==> config.mk <==
export PLATFORM = sky130hd
export DESIGN_NAME = seq_sub_serial_flat
export DESIGN_NICKNAME = d
export VERILOG_FILES = /design/src/rtl/seq_sub_serial_if.sv /design/src/rtl/seq_sub_serial.sv /design/src/flat_wrapper.sv
export SDC_FILE = /design/constraint.sdc
export NUM_CORES = 1
export LEC_CHECK = 0
export ABC_AREA = 1
export CAP_MARGIN = 20
export CELL_PAD_IN_SITES_DETAIL_PLACEMENT = 2
export CELL_PAD_IN_SITES_GLOBAL_PLACEMENT = 2
export CORE_AREA = 2 2 67 69
export DETAILED_ROUTE_END_ITERATION = 10
export DIE_AREA = 0 0 69 71
export PLACE_DENSITY_LB_ADDON = 0.1
export SLEW_MARGIN = 20
export SYNTH_ARGS = -nofsm -noshare
export SYNTH_HDL_FRONTEND = slang
export SYNTH_SLANG_ARGS = --single-unit
==> constraint.sdc <==
create_clock -name clk -period 1.5 [get_ports clk]
set_input_delay 0.15 -clock clk [delete_from_list [all_inputs] [get_ports clk]]
set_output_delay 0.15 -clock clk [all_outputs]
set_load 0.03 [all_outputs]
==> src/rtl/seq_sub_serial_if.sv <==
// Operand/result handshake bundle for the bit-serial subtractor.
interface seq_sub_serial_if #(
    parameter int unsigned WIDTH = 4
);
    logic             in_valid;
    logic             in_ready;
    logic [WIDTH-1:0] operand_a;
    logic [WIDTH-1:0] operand_b;
    logic             out_valid;
    logic             out_ready;
    logic [WIDTH-1:0] result;
    logic             borrow;
    logic             overflow;
    logic             zero;

    modport master (
        output in_valid, operand_a, operand_b, out_ready,
        input  in_ready, out_valid, result, borrow, overflow, zero
    );

    modport slave (
        input  in_valid, operand_a, operand_b, out_ready,
        output in_ready, out_valid, result, borrow, overflow, zero
    );
endinterface

==> src/rtl/seq_sub_serial.sv <==
// Bit-serial subtractor: result = operand_a - operand_b, LSB first, one bit per clock,
// with unsigned borrow, signed overflow and zero flags.
module seq_sub_serial #(
    parameter int unsigned WIDTH = 4,
    parameter int unsigned CNT_W = 3
) (
    input  logic             clk,
    input  logic             rst,
    seq_sub_serial_if.slave  bus
);
    typedef enum logic [1:0] {IDLE, BUSY, DONE} state_t;

    state_t           state, state_d;
    logic [WIDTH-1:0] a_sh, a_sh_d, b_sh, b_sh_d;
    logic [WIDTH-1:0] result_q, result_d;
    logic [CNT_W-1:0] cnt, cnt_d;
    logic             br, br_d;
    logic             a_msb, a_msb_d, b_msb, b_msb_d;
    logic             in_ready_q, in_ready_d;
    logic             out_valid_q, out_valid_d;
    logic             borrow_q, borrow_d;
    logic             overflow_q, overflow_d;
    logic             zero_q, zero_d;

    logic             d_bit;
    logic             br_nxt;
    logic [WIDTH-1:0] res_nxt;

    // One full-subtractor cell applied to the current LSBs.
    assign d_bit   = a_sh[0] ^ b_sh[0] ^ br;
    assign br_nxt  = (~a_sh[0] & b_sh[0]) | (~(a_sh[0] ^ b_sh[0]) & br);
    assign res_nxt = {d_bit, result_q[WIDTH-1:1]};

    always_comb begin
        state_d     = state;
        a_sh_d      = a_sh;
        b_sh_d      = b_sh;
        result_d    = result_q;
        cnt_d       = cnt;
        br_d        = br;
        a_msb_d     = a_msb;
        b_msb_d     = b_msb;
        borrow_d    = borrow_q;
        overflow_d  = overflow_q;
        zero_d      = zero_q;

        case (state)
            IDLE: begin
                if (bus.in_valid && in_ready_q) begin
                    a_sh_d  = bus.operand_a;
                    b_sh_d  = bus.operand_b;
                    a_msb_d = bus.operand_a[WIDTH-1];
                    b_msb_d = bus.operand_b[WIDTH-1];
                    br_d    = 1'b0;
                    cnt_d   = '0;
                    state_d = BUSY;
                end
            end
            BUSY: begin
                a_sh_d   = {1'b0, a_sh[WIDTH-1:1]};
                b_sh_d   = {1'b0, b_sh[WIDTH-1:1]};
                result_d = res_nxt;
                br_d     = br_nxt;
                cnt_d    = cnt + CNT_W'(1);
                // Flags are resolved on the last bit so they appear together with out_valid.
                if (cnt == CNT_W'(WIDTH - 1)) begin
                    borrow_d   = br_nxt;
                    overflow_d = (a_msb != b_msb) && (d_bit != a_msb);
                    zero_d     = (res_nxt == '0);
                    state_d    = DONE;
                end
            end
            DONE: begin
                if (bus.out_ready) begin
                    state_d = IDLE;
                end
            end
            default: state_d = IDLE;
        endcase

        in_ready_d  = (state_d == IDLE);
        out_valid_d = (state_d == DONE);
    end

    always_ff @(posedge clk or posedge rst) begin
        if (rst) begin
            state       <= IDLE;
            a_sh        <= '0;
            b_sh        <= '0;
            result_q    <= '0;
            cnt         <= '0;
            br          <= 1'b0;
            a_msb       <= 1'b0;
            b_msb       <= 1'b0;
            in_ready_q  <= 1'b1;
            out_valid_q <= 1'b0;
            borrow_q    <= 1'b0;
            overflow_q  <= 1'b0;
            zero_q      <= 1'b0;
        end else begin
            state       <= state_d;
            a_sh        <= a_sh_d;
            b_sh        <= b_sh_d;
            result_q    <= result_d;
            cnt         <= cnt_d;
            br          <= br_d;
            a_msb       <= a_msb_d;
            b_msb       <= b_msb_d;
            in_ready_q  <= in_ready_d;
            out_valid_q <= out_valid_d;
            borrow_q    <= borrow_d;
            overflow_q  <= overflow_d;
            zero_q      <= zero_d;
        end
    end

    assign bus.in_ready  = in_ready_q;
    assign bus.out_valid = out_valid_q;
    assign bus.result    = result_q;
    assign bus.borrow    = borrow_q;
    assign bus.overflow  = overflow_q;
    assign bus.zero      = zero_q;
endmodule

==> src/flat_wrapper.sv <==
// flat-port wrapper written by rule: the top's interface ports become plain ports
module seq_sub_serial_flat 
#(
    parameter int unsigned WIDTH = 4,
    parameter int unsigned CNT_W = 3
)
  (clk, rst, bus_in_valid, bus_operand_a, bus_operand_b, bus_out_ready, bus_in_ready, bus_out_valid, bus_result, bus_borrow, bus_overflow, bus_zero);
  seq_sub_serial_if #(.WIDTH(WIDTH)) bus_i ();
  input  logic clk;
  input  logic rst;
  input wire logic [$bits(bus_i.in_valid)-1:0] bus_in_valid;
  input wire logic [$bits(bus_i.operand_a)-1:0] bus_operand_a;
  input wire logic [$bits(bus_i.operand_b)-1:0] bus_operand_b;
  input wire logic [$bits(bus_i.out_ready)-1:0] bus_out_ready;
  output wire logic [$bits(bus_i.in_ready)-1:0] bus_in_ready;
  output wire logic [$bits(bus_i.out_valid)-1:0] bus_out_valid;
  output wire logic [$bits(bus_i.result)-1:0] bus_result;
  output wire logic [$bits(bus_i.borrow)-1:0] bus_borrow;
  output wire logic [$bits(bus_i.overflow)-1:0] bus_overflow;
  output wire logic [$bits(bus_i.zero)-1:0] bus_zero;
  assign bus_i.in_valid = bus_in_valid;
  assign bus_i.operand_a = bus_operand_a;
  assign bus_i.operand_b = bus_operand_b;
  assign bus_i.out_ready = bus_out_ready;
  assign bus_in_ready = bus_i.in_ready;
  assign bus_out_valid = bus_i.out_valid;
  assign bus_result = bus_i.result;
  assign bus_borrow = bus_i.borrow;
  assign bus_overflow = bus_i.overflow;
  assign bus_zero = bus_i.zero;
  seq_sub_serial #(.WIDTH(WIDTH), .CNT_W(CNT_W)) u_core (.clk(clk), .rst(rst), .bus(bus_i));
endmodule
# --- After elaboration in Yosys (flattened, before gate mapping) ---
# Index checks and enable logic that the tools add are counted.
classes:
  n_addsub: 1
  n_eq_ne: 7
  muxes: 12
  n_bitwise: 7
  reduce_logical: 9
op_table:
  columns: ["op", "n"]
  rows:
  - ["4-bit one-hot mux with 2 select lines", 2]
  - ["4-bit two-way mux", 2]
  - ["2-bit two-way mux", 3]
  - ["2-bit one-hot mux with 3 select lines", 1]
  - ["3-bit one-hot mux with 2 select lines", 1]
  - ["2-bit AND reduction", 3]
  - ["2-bit == test, second input constant", 2]
  - ["2-bit logical NOT", 2]
  - ["4-bit logical NOT", 1]
  - ["3-bit by 1-bit adder with 3-bit output, second input constant", 1]
  - ["3-bit by 2-bit == test with 1-bit output, second input constant", 1]
  - ["3-bit two-way mux", 1]
  - ["1-bit bitwise AND", 2]
  - ["2-bit by 1-bit == test with 1-bit output, second input constant", 1]
  - ["1-bit logical AND", 2]
  - ["1-bit inequality test", 2]
  - ["2-bit by 1-bit inequality test with 1-bit output, second input constant", 1]
  - ["1-bit NOT", 2]
  - ["1-bit one-hot mux with 2 select lines", 1]
  - ["2-bit nonzero test", 1]
  - ["1-bit XOR", 2]
  - ["1-bit two-way mux", 1]
  - ["1-bit bitwise OR", 1]
word_totals:
  regBits: 25
  input_bits: 12
  wordCells: 49

# --- Logic depth before layout (Yosys ltp) ---
depth:
  word_depth: 5
  depth_mapped: 7
  ltp_nobuf: 7

# --- Least setup slack after synthesis ---
# Ideal clock, no wire load.
synth_path:
  kind: "register to register"
  start: "register u_core.in_ready_q, in the netlist u_core.bus.in_ready"
  end: "register u_core.a_sh[2]"
  setup_time_ps: 117
  arrival_time_ps: 1212
  t_required_ps: 1383
  slack_ps: 171
  path_stages_with_launch: 7
  path_buffers: 1
  path_cell_list: "dfstp_2 -> nand2_1 -> inv_1 -> nand2_1 -> buf_4 -> nand3_1 -> nand2_1"
synth_via:
  elab_chain_cells: 3
synth_lines:
  columns: ["item", "line", "source"]
  rows:
  - ["start: declaration", "seq_sub_serial.sv:19", "logic in_ready_q, in_ready_d;"]
  - ["start signal: assignment", "seq_sub_serial.sv:109", "in_ready_q <= in_ready_d;"]
  - ["1-bit logical AND", "seq_sub_serial.sv:49", "if (bus.in_valid && in_ready_q) begin"]
  - ["2-bit by 1-bit inequality test with 1-bit output (no source line)", null, null]
  - ["2-bit AND reduction (no source line)", null, null]
  - ["end signal: assignment", "seq_sub_serial.sv:102", "a_sh <= a_sh_d;"]
  - ["end: declaration", "seq_sub_serial.sv:14", "logic [WIDTH-1:0] a_sh, a_sh_d, b_sh, b_sh_d;"]
# No other way between the ends.
# A chain may end at the register's enable or synchronous reset.

# --- Final worst setup path ---
layout_path:
  start: "register u_core.result_q[0], in the netlist u_core.bus.result[0]"
  end: "output bus_result[0]"
layout_rtl:
  columns: ["item", "line", "source"]
  rows:
  - ["start: declaration", "seq_sub_serial.sv:15", "logic [WIDTH-1:0] result_q, result_d;"]
  - ["start signal: assignment", "seq_sub_serial.sv:104", "result_q <= result_d;"]
  - ["end: declaration", "flat_wrapper.sv:17", "output wire logic [$bits(bus_i.result)-1:0] bus_result;"]
# No word-level cell between the ends.

==> flow_summary_export.csv <==
group,metric,value,unit
outcome,status,"finished clean",
worst_setup_path,endpoint_kind,"primary output",
cells_and_area,layout_common_cells,"nand2_1 (56), dfrtp_1 (24), nand3_1 (22), clkdlybuf4s50_1 (14), inv_1 (9)",
clock_network,clk_path_buf_depth,2,
synthesis,synth_seq_cells,25,
power,power.density,2150,nW/µm²
synthesis,synth.distinct_cells,21,
sta,slew_violations,0,
global_route,grt_pass1_vias,1085,
worst_setup_path,r2r-start,"u_core.a_sh[0]",
power,leakagePower,0.000820,µW
clock_network,cts_tree,"yes",
worst_setup_path,crit_required,1.35,ns
sta,fin_crit,1.45,ns
min_path,hp-class,"in2async",
place,preCtsSetupSlack,0.0878,ns
sta,fin_skew,0.000994,ns
sta,post-route-worst-setup-slack,0.0495,ns
place,routabilityCongestion,0.685,
sta,whs,0.237,ns
global_route,grt-ovfl-total,0,
place,port_buffers,20,
route,routed_wl,2840,µm
cells_and_area,antenna_cells,0,
die,fp.dieH,71,µm
clock_network,cts_buffers,3,
worst_setup_path,crit_path_cell_trace,"clkdlybuf4s50_1",
clock_network,cts.clk_slew.worst_paths,0.09,ns
route,wl_per_cell,13.2,µm
power,vdd_ir_drop_max,0.706,mV
worst_setup_path,worstSetupPathType,"reg2out",
clock_network,h-tree-depth,1,
synthesis,syn_nets,153,
cells_and_area,drive_gt1_frac,0.123,
synthesis,syn_area,1200,µm²
worst_setup_path,crit_buf_inv,1,
synthesis,ys_warn_count,0,
global_route,grt_max_degree,26,
global_route,antenna_found_initial,0,
die,rows,24,
die,initial_utilization,0.285,
worst_setup_path,crit_arrival,1.30,ns
cells_and_area,fin_nets,179,
route,drtIter0Drc,37,
sta,relSlewSlack,0.745,
cells_and_area,layout_commonest_cell,"nand2_1",
worst_setup_path,rrSetupSlack,0.12,ns
route,vias,994,
clock_network,cts_root_buf,"clkbuf_8",
sta,rsz0062_at_grt,"no",
route,via_per_inst,4.62,
die,core,4200,µm²
place,place_hpwl,2060,µm
sta,finalSetupViolCount,0,
global_route,grt_util_all_layers,0.128,
clock_network,hold_buffers,0,
route,route.detailed.drc,0,
worst_setup_path,crit_fanout,2,
worst_setup_path,cp-start-kind,"flip-flop",
synthesis,syn_area_per_cell,8.68,µm²
worst_setup_path,cp_top_family,"buffers and inverters",
sta,setup_tns,0,ns
worst_setup_path,r2r_end,"u_core.bus.overflow",
clock_network,clk_latency,0.27,ns
route,first_pass_iters,4,
route,ant_nets,0,
synthesis,syn_inst,138,
die,die_x,69,µm
cells_and_area,syn2layout_area_growth,27.1,%
die,dieArea,4900,µm²
synthesis,seq_area_frac_synth,0.524,
worst_setup_path,crit_slowest_cell,"clkdlybuf4s50_1",
sta,fmax,689,MHz
worst_setup_path,slowest_delay,0.67,ns
cells_and_area,final_util,0.362,
sta,hold_viol_final,0,
sta,tightestPinTransition,0.382,ns
sta,finalCritPeriodShare,0.967,
clock_network,cts_setup_buffers,0,
clock_network,cts_sinks,25,
global_route,grt_pass1_wl,5070,µm
worst_setup_path,r2r_cells,7,
die,ioPinCount,21,
flow_run,maxCapViolCount,0,
==> sequential cells by signal, summed over array words and instances, names as in the netlist <==
name / count
u_core.bus.in_ready: 1
u_core.bus.borrow: 1
u_core.br: 1
u_core.bus.out_valid: 1
u_core.a_sh: 4
u_core.bus.zero: 1
u_core.b_msb: 1
u_core.b_sh: 4
u_core.cnt: 3
u_core.a_msb: 1
u_core.bus.overflow: 1
u_core.bus.result: 4
u_core.state: 2
==> worst max path at each step <==
stage | from | end | slack (ns) | cells after the start
global placement | u_core.b_sh[0] | u_core.bus.overflow | 0.14 | 6
finish | u_core.bus.result[0] | bus_result[0] | 0.05 | 1
CTS | u_core.bus.overflow | bus_overflow | 0.02 | 1
detailed placement | u_core.b_sh[0] | u_core.bus.overflow | 0.09 | 6
floorplan | u_core.bus.in_ready | u_core.a_sh[2] | 0.17 | 6
global route | u_core.bus.zero | bus_zero | 0.002 | 1
==> worst register-to-register path, cell delays in order (launching register included) <==
cell	delay, ns
dfrtp_1	0.37
inv_2	0.05
fa_1	0.61
inv_2	0.06
nand3_2	0.06
nand2_1	0.05
nand2_1	0.06
nand2_1	0.05
==> power by group <==
group	internal, µW	switching (µW)	total (µW)
combinational	646	1010	1650
clock	190	210	400
sequential	985	240	1220
==> final cells by class <==
cell class                      count  area (µm²)
Tap cell                           52        65.1
Sequential cell                    25         627
Fill cell                         494        2680
Clock buffer                        4        45.0
Timing Repair Buffer               25         250
Multi-Input combinational cell     97         487
Inverter                           12        47.5
==> what timing repair did <==
action                     in CTS  in global routing
setup endpoints to repair       4                  3
resized for setup               4                  5
gates cloned                    0                  0
pin swaps                       0                  1
==> kinds of logic (layout without fill, tap and decap cells) <==
group / count (synthesis) / count (layout) / synth area share
simple gates: 91 / 91 / 0.343
buf+inv: 16 / 41 / 0.0742
fa+ha+maj: 3 / 3 / 0.0376
compound gates: 3 / 3 / 0.0219
flops: 25 / 25 / 0.524
==> metal layers <==
metal	up-vias	wire length, µm	GRT usage
met5	-	0	0
met4	0	47	0.0458
met3	5	98	0.0271
met2	17	1420	0.215
met1	492	1270	0.164
li1	480	-	-
==> synth_stat cells, drive strengths merged <==
master	n	area, µm²
nand2	58	236
or2	4	25.0
ha	2	25.0
o21ai	2	10.0
fa	1	20.0
nand3	23	115
nor2	5	28.8
nor3	1	5.00
dfrtp	24	601
buf	4	41.3
dfstp	1	26.3
a21oi	1	16.3
inv	12	47.6
==> stage by stage <==
stage                     area [µm²]  total power, µW  std cells
after floorplan                 1200             2420        138
after global placement          1470             2890        211
after detailed placement        1470             2950        211
after CTS                       1510             3340        215
after global routing            1520             3610        215
final                           1520             3280        215
Note: power is estimated with default switching activity, not from simulation.
==> patch, RTL diff (same flow settings) <==
Take the reset off `result_q` and load it in a clocked block of its own.
--- a/src/rtl/seq_sub_serial.sv
+++ b/src/rtl/seq_sub_serial.sv
@@ -88,5 +88,4 @@
             a_sh        <= '0;
             b_sh        <= '0;
-            result_q    <= '0;
             cnt         <= '0;
             br          <= 1'b0;
@@ -102,5 +101,4 @@
             a_sh        <= a_sh_d;
             b_sh        <= b_sh_d;
-            result_q    <= result_d;
             cnt         <= cnt_d;
             br          <= br_d;
@@ -115,4 +113,8 @@
     end
 
+    always_ff @(posedge clk) begin
+        result_q <= result_d;
+    end
+
     assign bus.in_ready  = in_ready_q;
     assign bus.out_valid = out_valid_q;
Check against the original RTL: differs if rst is asserted again (counterexample within 4 cycles, from zero or initial values and one cycle with rst high); with rst held inactive, the same outputs for 10 cycles.
==> patch against the unedited design <==
Sequential cell count is the same; wire length shrank 5.0%; sequential power increased by 3%; design area decreased by 4.8%; area after synthesis down 4.3%; via count decreased by 7.2%; worst setup slack lost 1.3 ps; power down 3.6%; clock power rose by 1%; critical path type unchanged; largest power group unchanged.
==> patch: results (changes against the unedited design) <==
outcome: "complete, no violations"  # unchanged
wl_met1_um: 1239  # was 1270 um
dr_wl_met2_um: 1337  # was 1419 um
relSlewSlack_pct: 77.54  # was 74.53%
synthTopCellsByCount: "nand2_1, nand3_1, dfrtp_1"  # was nand2_1, dfrtp_1, nand3_1
fin_nets: 167  # was 179
p_leak_nw: 0.7374  # was 0.8203 nW
synth_edf_count: 4  # was 0
reg2reg_to: "u_core.bus.overflow$_DFFE_PP0P_"  # unchanged
dp_hpwl_um: 2008  # was 2063 um
hold_class: "primary input to async pin"  # unchanged
vias_per_cell: 4.542  # was 4.623
r2r_slack_ps: 140  # was 120 ps
grt_max_degree: 22  # was 26
ys_seq_area_share_pct: 56.44  # was 52.35%
synth_adder_area_share_pct: 3.930  # was 3.762%
grt_pass1_wl_um: 4809  # was 5071 um
avgRoutedWirePerCell_um: 13.26  # was 13.19 um
place.gp.congestion: 0.7222  # was 0.6847
ys_types: 18  # was 21
wl_met3_um: 91  # was 98 um
port_buffers: 20  # unchanged
synth-compound-area-share_pct: 1.201  # was 2.194%
grtUsageTotal_pct: 12.17  # was 12.80%
critPathCapture: "bus_zero"  # was bus_result[0]
ys.flop_type: "dfrtp_1"  # unchanged
synth_area_leaders: "dfrtp_1, nand2_1, edfxtp_1"  # was dfrtp_1, nand2_1, nand3_1
async_reset_ff_share_pct: 84.00  # was 100.0%
syn_nets: 142  # was 153
post_route_cells_drive_above_1_share_pct: 12.58  # was 12.27%
worst_clock_skew_ps: 5.435  # was 0.9941 ps
crit_start: "u_core.bus.zero$_DFFE_PP0P_"  # was u_core.bus.result[0]$_DFFE_PP0P_
cp_max_fo: 2  # unchanged
synth-xor-area-share_pct: 0  # unchanged
drv_cap: 0  # unchanged
rr_worst_depth: 7  # unchanged
drtIter0Drc: 18  # was 37
first_global_vias: 985  # was 1085
placed_area_mm2: 0.001400  # was 0.001471 mm^2
ir_drop_mv: 0.4776  # was 0.7063 mV
patch: cell count changes in the layout (fill, tap and decap cells not counted), sizes merged:
cell / delta
nand2: -10
dfrtp: -4
edfxtp: +4
clkdlybuf4s50: +2
buf: -1
dlygate4sd2: -1
dlymetal6s2s: -1
o21ai: -1
patch: how the worst min path moves through the flow:
| stage | start | depth (start not counted) | end | slack, ps |
|---|---|---|---|---|
| finish | rst | 3 | u_core.bus.zero$_DFFE_PP0P_ | 220 |
| global route | rst | 3 | u_core.bus.zero$_DFFE_PP0P_ | 240 |
| CTS | rst | 3 | u_core.bus.zero$_DFFE_PP0P_ | 220 |
| detailed placement | u_core.bus.result[3]$_DFFE_PP_ | 0 | u_core.bus.result[2]$_DFFE_PP_ | 470 |
| global placement | u_core.bus.result[3]$_DFFE_PP_ | 0 | u_core.bus.result[2]$_DFFE_PP_ | 470 |
| floorplan | rst | 1 | u_core.a_msb$_DFFE_PP0P_ | 130 |
patch: cells by family (layout without fill, tap and decap cells):
kind of cell	count (synthesis)	count (layout)
and+or+nand+nor	81	81
DFF	25	25
buffers and inverters	16	40
adders and majority gates	3	3
AOI/OAI and AO/OA	2	2
patch: per-stage QoR:
stage                     setup WS (ps)  util, %  power, mW  std cells
after global routing              1.719    34.46      3.500        203
final                             48.22    34.46      3.159        203
after detailed placement          130.0    33.30      2.827        199
after global placement            156.4    33.30      2.768        199
after CTS                         9.792    34.29      3.233        203
after floorplan                   210.4        -      2.327        127
patch: layout make-up:
class	count	area, um^2
clock buffer	4	45.04
sequential	25	646.9
timing repair buffer	24	229.0
tap	52	65.06
fill	489	2755
inverter	12	45.04
multi-input combinational	86	417.9
patch: repair_timing:
item | CTS | global route
resized for setup | 3 | 4
cloned | 0 | 0
endpoints found under the setup margin | 3 | 2
hold buffers | 0 | 0
endpoints found under the hold margin | 0 | 0
pin swaps | 0 | 1
patch: routing by layer:
layer	global-route usage (%)	vias up
met5	0	-
li1	-	445
met2	20.83	17
met1	16.52	456
met4	2.614	0
met3	1.709	4
patch: where the power goes:
group / total, mW / internal, mW / switching [mW] / leakage (nW)
Clock: 0.404 / 0.190 / 0.214 / 0.0228
Sequential: 1.26 / 1.05 / 0.213 / 0.306
Combinational: 1.50 / 0.557 / 0.940 / 0.409
patch: tightest hold or removal path: stages:
cell and delay [ps]:
clkdlybuf4s50_1 400, inv_1 50, buf_4 280
